===== src/rtl/rr_mux3_feeder_if.sv =====
// Handshake bundle between three request sources, the round-robin feeder and
// its downstream consumer (mux3to1 select plus registered data word).
interface rr_mux3_feeder_if #(
   parameter int DATA_W = 1,
   parameter int CNT_W  = 16
);
   logic [2:0]        in_valid;
   logic [2:0]        in_ready;
   logic [DATA_W-1:0] a;
   logic [DATA_W-1:0] b;
   logic [DATA_W-1:0] c;
   logic [1:0]        sel;
   logic              out_valid;
   logic              out_ready;
   logic [DATA_W-1:0] out_data;
   logic [CNT_W-1:0]  xfer_cnt;

   modport slave (
      input  in_valid, a, b, c, out_ready,
      output in_ready, sel, out_valid, out_data, xfer_cnt
   );

   modport master (
      output in_valid, a, b, c, out_ready,
      input  in_ready, sel, out_valid, out_data, xfer_cnt
   );
endinterface


===== src/rtl/rr_mux3_feeder.sv =====
// Three-source round-robin arbiter feeding a one-entry registered output stage
// whose sel/out_data pair drives a downstream mux3to1.
//
// state | meaning
// EMPTY | output register holds no word, out_valid = 0
// FULL  | output register holds a word, out_valid = 1
module rr_mux3_feeder #(
   parameter int DATA_W = 1,
   parameter int CNT_W  = 16
) (
   input logic             clk,
   input logic             rst,
   rr_mux3_feeder_if.slave bus
);

   typedef enum logic {
      EMPTY = 1'b0,
      FULL  = 1'b1
   } state_t;

   state_t            state_q;
   state_t            state_d;
   logic [1:0]        last_gnt_q;
   logic [1:0]        sel_q;
   logic [DATA_W-1:0] data_q;
   logic [CNT_W-1:0]  cnt_q;

   logic              can_load;
   logic              any_req;
   logic              found;
   logic [1:0]        winner;
   logic [1:0]        cand [3];
   logic [2:0]        ready_vec;
   logic              accept;
   logic              handshake;
   logic [DATA_W-1:0] win_data;

   function automatic logic [1:0] next_src(input logic [1:0] s);
      return (s == 2'd2) ? 2'd0 : s + 2'd1;
   endfunction

   // Search order starts just after the last granted source and ends on it.
   always_comb begin
      cand[0] = next_src(last_gnt_q);
      cand[1] = next_src(next_src(last_gnt_q));
      cand[2] = last_gnt_q;
      found   = 1'b0;
      winner  = 2'd0;
      for (int k = 0; k < 3; k++) begin
         if (!found && bus.in_valid[cand[k]]) begin
            found  = 1'b1;
            winner = cand[k];
         end
      end
   end

   always_comb begin
      win_data = bus.a;
      case (winner)
         2'd1:    win_data = bus.b;
         2'd2:    win_data = bus.c;
         default: win_data = bus.a;
      endcase
   end

   assign any_req   = |bus.in_valid;
   assign can_load  = (state_q == EMPTY) || bus.out_ready;
   assign ready_vec = (can_load && any_req && found && !rst) ? (3'b001 << winner) : 3'b000;
   assign accept    = |ready_vec;
   assign handshake = (state_q == FULL) && bus.out_ready && !rst;

   always_comb begin
      state_d = state_q;
      case (state_q)
         EMPTY: begin
            if (accept) state_d = FULL;
         end
         FULL: begin
            if (accept)         state_d = FULL;
            else if (handshake) state_d = EMPTY;
         end
         default: state_d = EMPTY;
      endcase
   end

   always_ff @(posedge clk) begin
      if (rst) begin
         state_q    <= EMPTY;
         last_gnt_q <= 2'd2;
         sel_q      <= 2'd0;
         data_q     <= '0;
         cnt_q      <= '0;
      end else begin
         state_q <= state_d;
         if (accept) begin
            sel_q      <= winner;
            data_q     <= win_data;
            last_gnt_q <= winner;
         end
         if (handshake) cnt_q <= cnt_q + CNT_W'(1);
      end
   end

   assign bus.in_ready  = ready_vec;
   assign bus.sel       = sel_q;
   assign bus.out_valid = (state_q == FULL);
   assign bus.out_data  = data_q;
   assign bus.xfer_cnt  = cnt_q;

endmodule


===== src/flat_wrapper.sv =====
// flat-port wrapper written by rule: the top's interface ports become plain ports
module rr_mux3_feeder_flat 
#(
   parameter int DATA_W = 1,
   parameter int CNT_W  = 16
)
  (clk, rst, bus_in_valid, bus_a, bus_b, bus_c, bus_out_ready, bus_in_ready, bus_sel, bus_out_valid, bus_out_data, bus_xfer_cnt);
  rr_mux3_feeder_if #(.DATA_W(DATA_W), .CNT_W(CNT_W)) bus_i ();
  input logic clk;
  input logic rst;
  input wire logic [$bits(bus_i.in_valid)-1:0] bus_in_valid;
  input wire logic [$bits(bus_i.a)-1:0] bus_a;
  input wire logic [$bits(bus_i.b)-1:0] bus_b;
  input wire logic [$bits(bus_i.c)-1:0] bus_c;
  input wire logic [$bits(bus_i.out_ready)-1:0] bus_out_ready;
  output wire logic [$bits(bus_i.in_ready)-1:0] bus_in_ready;
  output wire logic [$bits(bus_i.sel)-1:0] bus_sel;
  output wire logic [$bits(bus_i.out_valid)-1:0] bus_out_valid;
  output wire logic [$bits(bus_i.out_data)-1:0] bus_out_data;
  output wire logic [$bits(bus_i.xfer_cnt)-1:0] bus_xfer_cnt;
  assign bus_i.in_valid = bus_in_valid;
  assign bus_i.a = bus_a;
  assign bus_i.b = bus_b;
  assign bus_i.c = bus_c;
  assign bus_i.out_ready = bus_out_ready;
  assign bus_in_ready = bus_i.in_ready;
  assign bus_sel = bus_i.sel;
  assign bus_out_valid = bus_i.out_valid;
  assign bus_out_data = bus_i.out_data;
  assign bus_xfer_cnt = bus_i.xfer_cnt;
  rr_mux3_feeder #(.DATA_W(DATA_W), .CNT_W(CNT_W)) u_core (.clk(clk), .rst(rst), .bus(bus_i));
endmodule

===== config.mk =====
export PLATFORM = sky130hd
export DESIGN_NAME = rr_mux3_feeder_flat
export DESIGN_NICKNAME = d
export VERILOG_FILES = /design/src/rtl/rr_mux3_feeder_if.sv /design/src/rtl/rr_mux3_feeder.sv /design/src/flat_wrapper.sv
export SDC_FILE = /design/constraint.sdc
export NUM_CORES = 1
export LEC_CHECK = 0
export ABC_AREA = 0
export CAP_MARGIN = 20
export CORE_ASPECT_RATIO = 1.1
export CORE_MARGIN = 3
export CORE_UTILIZATION = 40
export DETAILED_ROUTE_END_ITERATION = 8
export HOLD_SLACK_MARGIN = 0.12
export PLACE_DENSITY = 0.8
export SETUP_SLACK_MARGIN = 0.4
export SLEW_MARGIN = 15
export SYNTH_ARGS = -nofsm -noshare
export SYNTH_HDL_FRONTEND = slang
export SYNTH_SLANG_ARGS = --single-unit

===== constraint.sdc =====
create_clock -name clk -period 6.75 [get_ports clk]
set_input_delay 2.025 -clock clk [delete_from_list [all_inputs] [get_ports clk]]
set_output_delay 2.025 -clock clk [all_outputs]
set_load 0.02 [all_outputs]

==> flow_metrics.py, run 1 <==
metrics = {
    "status": {
        "status": "complete, no violations",
    },
    "clocking": {
        "h-tree-depth": 1,
        "root_buffer": "clkbuf_4",
        "numCtsBuffers": 3,
        "ctsHoldBuffers": 0,
        "insertion_delay_ps": 300,
        "ctsLongestPathBuffers": 2,
        "path_clk_slew_ps": 110,
        "postCtsSetupBuffers": 0,
        "cts_tree": "done",
        "clock-sinks": 21,
        "post_cts_resized": 0,
    },
    "timing": {
        "finalMaxSlewViolations": 0,
        "hold_viol": 0,
        "period_needed_ps": 5920,
        "holdWs_ps": 481,
        "finalSetupTns_ps": 0,
        "relSlewSlack_pct": 38.7,
        "setup_viol": 0,
        "rsz0062_at_grt": "no",
        "fmax_mhz": 169,
        "tightest_slew_ps": 912,
        "setup_slack_ps": 832,
        "fin_skew_ps": 3.34,
        "fin_crit_sh_pct": 87.7,
    },
    "power": {
        "switching_power_uw": 61.6,
        "power_density_nw_per_um2": 165,
        "p_int_uw": 173,
        "p_total_uw": 235,
        "p_comb_share_pct": 18.4,
        "ir_worst_vdd_uv": 179,
        "clockPowerShare_pct": 25.0,
        "p_leak_nw": 0.495,
        "switching_share_pct": 26.3,
        "pwr-share-seq_pct": 56.6,
    },
    "yosys": {
        "synthMostInstantiatedCell": "dfxtp_1",
        "syn_avg_cell_area_um2": 8.65,
        "yosys_warnings": 0,
        "ys_ff_latch": 21,
        "syn-cell-area_um2": 1050,
        "synth_seq_area_share_pct": 39.9,
        "synthDistinctLibCells": 32,
        "synth-async-reset-ratio_pct": 0,
        "synth_edf_count": 0,
        "synthTopCellsByCount": "dfxtp_1, nor2_1, nand2_1, a21oi_1",
        "synthTopCellsByArea": "dfxtp_1, xnor2_1, ha_1, nor2_1, a21oi_1",
        "synth_top_area_share_pct": 39.9,
        "synth_cells": 122,
        "postSynthNetCount": 135,
        "yosys.area.top_type": "dfxtp_1",
        "postSynth.topFlopCell": "dfxtp_1",
    },
    "routing": {
        "totalWireLength_um": 2320,
        "drtIter0Drc": 18,
        "first_pass_iters": 4,
        "viasPerCell": 5.30,
        "avgRoutedWirePerCell_um": 12.5,
        "route.vias.total": 981,
        "drc": 0,
        "drtAntennaViolNets": 0,
    },
    "place": {
        "gp_congestion": 0.828,
        "io_buffer_count": 31,
        "placed_cells": 181,
        "place_hpwl_um": 1710,
        "pre_cts_ws_ps": 848,
    },
    "critical_path": {
        "cp.required_ps": 4720,
        "cp-end-kind": "output port",
        "startpoint_type": "primary input",
        "slowest_stage": "clkdlybuf4s50_1",
        "crit_fanout": 4,
        "worstPathArrival_ps": 3890,
        "path_cells": "clkdlybuf4s50_1, o21ai_0, nand3_1, inv_1, ha_1, and2_1, clkdlybuf4s50_1",
        "r2r_cells": 5,
        "slowest_delay_ps": 600,
        "cpMostUsedCell": "clkdlybuf4s50_1",
        "crit_type": "in2out",
        "r2r_slack_ps": 4640,
    },
    "final_layout": {
        "diodes": 0,
        "drive_above_1_share_pct": 5.81,
        "final_nets": 169,
        "syn2layout_area_growth_pct": 34.8,
        "final_cells": 185,
        "fill_cells": 228,
    },
    "die": {
        "start_util_pct": 44.6,
        "fp.coreArea_um2": 2360,
        "die_w_um": 55.0,
        "dieArea_um2": 3290,
        "die_y_um": 59.9,
        "rows": 18,
        "num_io_pins": 32,
    },
    "grt": {
        "grt_max_degree": 22,
        "antenna_found_initial": 0,
        "grt_pass1_vias": 896,
        "gr-total-overflow": 0,
        "grt_pass1_wl_um": 3800,
        "track_usage_pct": 15.4,
    },
    "worst_hold_path": {
        "holdPathStages": 2,
        "hold_class": "reg2reg",
    },
    "job": {
        "drv_cap": 0,
    },
}
[cells in the final DEF, fill, tap and decap left out, types with 3 or more instances in the layout]
cell | synthesis | layout
xnor2_1 | 7 | 7
o21ai_0 | 7 | 7
inv_1 | 7 | 7
a21oi_1 | 8 | 8
ha_1 | 4 | 4
nand3_1 | 5 | 5
clkdlybuf4s50_1 | 0 | 31
nand2_1 | 10 | 10
dfxtp_1 | 21 | 21
clkbuf_4 | 0 | 3
nor2_1 | 11 | 11
and2_1 | 3 | 3
mux2i_1 | 4 | 4
or3_1 | 4 | 4
nand4_1 | 3 | 3
nor4_1 | 5 | 5
[through the flow]
step / instance area, um^2 / util, %
after floorplan: 1050 / -
after global placement: 1400 / 59.0
after detailed placement: 1400 / 59.0
after CTS: 1420 / 60.1
after global routing: 1420 / 60.1
final: 1420 / 60.1
[cell type report]
cell class	count	area (um^2)	share of cell area, %
Timing Repair Buffer	32	318	22.4
Clock buffer	4	26.3	1.85
Multi-Input combinational cell	91	593	41.7
Inverter	7	26.3	1.85
Sequential cell	21	420	29.6
Tap cell	30	37.5	2.64
[routing by layer]
metal	part of all wire, %	vias to the layer above	track usage, %
li1	-	498	-
met1	43	455	18.1
met3	6.2	0	5.74
met2	51	28	27.4
met5	0	-	0
met4	0	0	1.04
[worst max-delay path: cells and delay by family]
family | cells | cell delay (ps)
AOI/OAI and AO/OA | 1 | 220
adders and majority gates | 1 | 180
buffers and inverters | 3 | 1130
and+or+nand+nor | 2 | 340
[cell families (layout without fill, tap and decap cells)]
family | after synthesis | after routing | share of synthesized area, %
buffers and inverters | 10 | 43 | 3.92
flip-flops | 21 | 21 | 39.9
adder cells (fa/ha/maj) | 4 | 4 | 4.75
multiplexers | 5 | 5 | 4.86
AND/OR/NAND/NOR | 52 | 52 | 27.9
XOR/XNOR | 8 | 8 | 6.64
AO/OA/AOI/OAI | 22 | 22 | 12.1
[final timing paths]
path | start | to
max | bus_in_valid[0] | bus_in_ready[2]
min | u_core.bus.sel[1] | u_core.bus.sel[1]
max reg2reg | u_core.bus.sel[0] | u_core.bus.out_data
min reg2reg | u_core.bus.sel[1] | u_core.bus.sel[1]
[power groups by stage]
stage	clock (mW)	combinational, mW	sequential (mW)
final	0.0586	0.0432	0.133
after global routing	0.0692	0.0467	0.134
after CTS	0.0615	0.0436	0.133
after detailed placement	0	0.0432	0.135
after global placement	0	0.0426	0.135
after floorplan	0	0.0218	0.138
[state kept, by name (all words and copies together) (netlist names)]
signal / count
u_core.bus.out_valid: 1
u_core.bus.sel: 2
u_core.bus.xfer_cnt: 16
u_core.last_gnt_q: 1
u_core.bus.out_data: 1
Power figures use the tool's default switching activity.
==> run 2: changes to the inputs <==
DONT_BUFFER_PORTS = 1   (was unset)
PLACE_DENSITY = 0.66   (was 0.8)
clock period = 5.05 ns   (was 6.75 ns; I/O delays follow)
==> flow_metrics.py, run 2 (synthesis results as in run 1) <==
metrics = {
    "timing": {
        "rsz0062_at_grt": "no",
        "fin_skew_ps": 4.85,
        "setup_viol": 0,
        "relSlewSlack_pct": 41.2,
        "setup_slack_ps": 1110,
        "period_needed_ps": 3940,
        "finalSetupTns_ps": 0,
        "tightest_slew_ps": 875,
        "fin_crit_sh_pct": 78.0,
        "fmax_mhz": 254,
        "hold_viol": 0,
        "finalMaxSlewViolations": 0,
    },
    "die": {
        "rows": 18,
        "die_w_um": 55.0,
        "num_io_pins": 32,
        "dieArea_um2": 3290,
        "fp.coreArea_um2": 2360,
        "die_y_um": 59.9,
        "start_util_pct": 44.6,
    },
    "final_layout": {
        "layout_common_cells": "dfxtp_1, nor2_1, nand2_1",
        "diodes": 0,
        "final_common_cell": "dfxtp_1",
        "drive_above_1_share_pct": 6.50,
        "syn2layout_area_growth_pct": 4.63,
        "largest_reg_flops": 16,
        "final_cells": 153,
        "final_nets": 137,
        "fin_area_um2": 1100,
    },
    "routing": {
        "viasPerCell": 5.76,
        "drc": 0,
        "drtAntennaViolNets": 0,
        "avgRoutedWirePerCell_um": 14.0,
        "route.vias.total": 882,
        "drtIter0Drc": 24,
        "first_pass_iters": 4,
        "totalWireLength_um": 2150,
    },
    "critical_path": {
        "worstPathArrival_ps": 2420,
        "crit_type": "in2out",
        "cp-end-kind": "output port",
        "rr_startpoint": "u_core.bus.sel[0]",
        "crit_fanout": 4,
        "startpoint_type": "primary input",
        "critPathLaunch": "bus_in_valid[0]",
        "cp.required_ps": 3540,
    },
    "place": {
        "placed_area_um2": 1080,
        "place_hpwl_um": 1570,
        "gp_congestion": 0.773,
        "pre_cts_ws_ps": 1120,
        "placed_cells": 149,
        "io_buffer_count": 0,
    },
    "clocking": {
        "insertion_delay_ps": 300,
        "clock-sinks": 21,
        "ctsHoldBuffers": 0,
        "post_cts_resized": 0,
        "h-tree-depth": 1,
        "numCtsBuffers": 3,
        "path_clk_slew_ps": 120,
        "ctsLongestPathBuffers": 2,
        "cts_tree": "done",
        "root_buffer": "clkbuf_4",
        "postCtsSetupBuffers": 0,
    },
    "status": {
        "status": "complete, no violations",
    },
    "worst_hold_path": {
        "worstHoldStart": "u_core.bus.out_data",
        "hold_class": "reg2reg",
    },
    "grt": {
        "grt_pass1_wl_um": 3550,
        "antenna_found_initial": 0,
        "grt_pass1_vias": 849,
        "grt_max_degree": 23,
        "gr-total-overflow": 0,
        "track_usage_pct": 14.6,
    },
    "power": {
        "ir_worst_vdd_uv": 170,
        "power_density_nw_per_um2": 268,
        "p_leak_nw": 0.380,
    },
    "job": {
        "drv_cap": 0,
    },
}
-- run 2: cell type report --
class,instances,area [um^2]
Fill cell,248,1260
Multi-Input combinational cell,91,593
Sequential cell,21,420
Tap cell,30,37.5
Clock buffer,4,26.3
Inverter,7,26.3
-- run 2: path summary, 6_finish.rpt --
| path | depth (start not counted) | slack (ps) | end |
|---|---|---|---|
| worst max register to register | 6 | 2800 | u_core.last_gnt_q[1] |
| worst max-delay path | 5 | 1110 | bus_in_ready[2] |
| worst min-delay path | 2 | 580 | u_core.bus.out_data |
| worst min register to register | 2 | 580 | u_core.bus.out_data |
-- run 2: power by group --
group	total [mW]	switching [mW]	internal, mW
Sequential	0.184	0.0126	0.172
Combinational	0.0289	0.0162	0.0127
Clock	0.0829	0.0522	0.0307
Total	0.296	0.0810	0.215
-- run 2: metal layers --
metal / vias up / share of wire (%) / GRT usage (%)
met5: - / 0 / 0
met4: 0 / 1.3 / 5.21
met3: 4 / 7.6 / 4.49
met2: 35 / 48 / 25.2
met1: 409 / 43 / 16.7
li1: 434 / - / -
-- run 2: critical path: stages --
cell and delay [ps]:
o21ai_0 210, nand3_1 190, inv_1 90, ha_1 170, and2_1 250
-- run 2: metrics by stage --
stage	util, %	hold WS (ps)	total power, mW
after floorplan	-	479	0.214
after global placement	45.6	541	0.216
after detailed placement	45.6	560	0.217
after CTS	46.7	576	0.299
after global routing	46.7	620	0.312
final	46.7	580	0.296
==> run 3: changes to the inputs <==
clock period = 3.3 ns   (was 5.05 ns; I/O delays follow)
==> flow_metrics.py, run 3 (synthesis results as in run 1) <==
metrics = {
    "die": {
        "num_io_pins": 32,
        "die_w_um": 55.0,
        "rows": 18,
        "die_y_um": 59.9,
        "start_util_pct": 44.6,
        "fp.coreArea_um2": 2360,
        "dieArea_um2": 3290,
    },
    "timing": {
        "finalMaxSlewViolations": 0,
        "period_needed_ps": 2840,
        "finalSetupTns_ps": 0,
        "setup_viol": 0,
        "relSlewSlack_pct": 74.9,
        "hold_viol": 0,
        "fin_skew_ps": 6.28,
        "tightest_slew_ps": 373,
        "fin_crit_sh_pct": 85.9,
        "setup_slack_ps": 464,
        "rsz0062_at_grt": "yes",
        "fmax_mhz": 353,
    },
    "final_layout": {
        "seq_area_um2": 420,
        "fin_area_um2": 1110,
        "drive_above_1_share_pct": 8.87,
        "fill_cells": 247,
        "final_nets": 138,
        "final_common_cell": "dfxtp_1",
        "syn2layout_area_growth_pct": 5.58,
        "multiInputGateArea_um2": 596,
        "diodes": 0,
        "layout_common_cells": "dfxtp_1, nor2_1, nand2_1",
        "largest_reg_flops": 16,
    },
    "grt": {
        "track_usage_pct": 15.0,
        "gr-total-overflow": 0,
        "grt_pass1_wl_um": 3630,
        "grt_max_degree": 23,
        "grt_pass1_vias": 861,
        "antenna_found_initial": 0,
    },
    "place": {
        "io_buffer_count": 0,
        "place_hpwl_um": 1600,
        "pre_cts_ws_ps": 431,
        "placed_area_um2": 1080,
        "gp_congestion": 0.768,
    },
    "clocking": {
        "ctsHoldBuffers": 0,
        "cts_tree": "done",
        "h-tree-depth": 1,
        "path_clk_slew_ps": 120,
        "root_buffer": "clkbuf_4",
        "numCtsBuffers": 3,
        "clock-sinks": 21,
        "ctsLongestPathBuffers": 2,
        "insertion_delay_ps": 300,
    },
    "routing": {
        "drtIter0Drc": 36,
        "dr_wl_met2_um": 1020,
        "drtAntennaViolNets": 0,
        "viasPerCell": 5.71,
        "dr_wl_met3_um": 160,
        "wl_met1_um": 1010,
        "first_pass_iters": 4,
        "top_layer_used": "met4",
        "totalWireLength_um": 2220,
        "route.vias.total": 880,
        "drc": 0,
        "avgRoutedWirePerCell_um": 14.4,
    },
    "worst_hold_path": {
        "hold_class": "reg2reg",
    },
    "critical_path": {
        "startpoint_type": "primary input",
        "crit_type": "in2out",
        "cp-end-kind": "output port",
        "crit_fanout": 4,
        "cp.required_ps": 2310,
        "worstPathArrival_ps": 1850,
    },
    "power": {
        "p_total_uw": 458,
        "ir_worst_vdd_uv": 288,
        "power_density_nw_per_um2": 412,
        "p_leak_nw": 0.386,
    },
    "status": {
        "status": "complete, no violations",
    },
    "job": {
        "drv_cap": 0,
    },
}
==> run 3: changes by cell type in the layout (fill, tap and decap cells not counted) <==
| cell | change |
|---|---|
| and2_1 | -2 |
| and2_2 | +2 |
| buf_4 | +1 |
| o21ai_0 | -1 |
| o21ai_1 | +1 |
==> run 3: power by group <==
part           internal [mW]  leakage (nW)  total, mW  switching, mW
sequential             0.263         0.170      0.282         0.0195
combinational         0.0216         0.201     0.0472         0.0256
clock                 0.0471        0.0150      0.129         0.0819
total                  0.331         0.386      0.458          0.127
==> run 3: path summary, 6_finish.rpt <==
| check | slack, ps | cells after the start | to | startpoint |
|---|---|---|---|---|
| worst max-delay path | 460 | 6 | bus_in_ready[1] | bus_in_valid[2] |
| worst max register to register | 1210 | 4 | u_core.bus.xfer_cnt[15] | u_core.bus.out_valid |
| worst min-delay path | 580 | 2 | u_core.bus.sel[1] | u_core.bus.sel[1] |
| worst min register to register | 580 | 2 | u_core.bus.sel[1] | u_core.bus.sel[1] |
==> run 3: critical path, stage by stage <==
cell     delay [ps]
nor2b_1         120
o22ai_1          80
nand2_1         140
inv_1            60
ha_1            230
and2_2          230
==> run 3: routing by layer <==
metal  GRT usage (%)  vias to the layer above
met3            5.74                        4
met4            5.56                        0
met2            25.2                       26
met5               0                        -
li1                -                      437
met1            17.0                      413
==> run 3: cell type report <==
cell class / count / share of cell area (%)
clock buffers: 4 / 2.36
inverters: 7 / 2.36
multi-input cells: 91 / 53.5
flip-flops and latches: 21 / 37.8
well taps: 30 / 3.37
repair buffers: 1 / 0.674
==> run 3: through the flow <==
step	instances	hold WS [ps]	utilization (%)
4_1_cts	154	576	47.0
3_3_place_gp	150	541	45.9
6_report	154	582	47.1
5_1_grt	154	619	47.1
2_1_floorplan	122	479	-
3_5_place_dp	150	561	45.9
==> run 3: what timing repair did <==
action	in CTS	in global routing
gates resized for setup	0	3
setup endpoints to repair	0	3
setup buffers	0	0
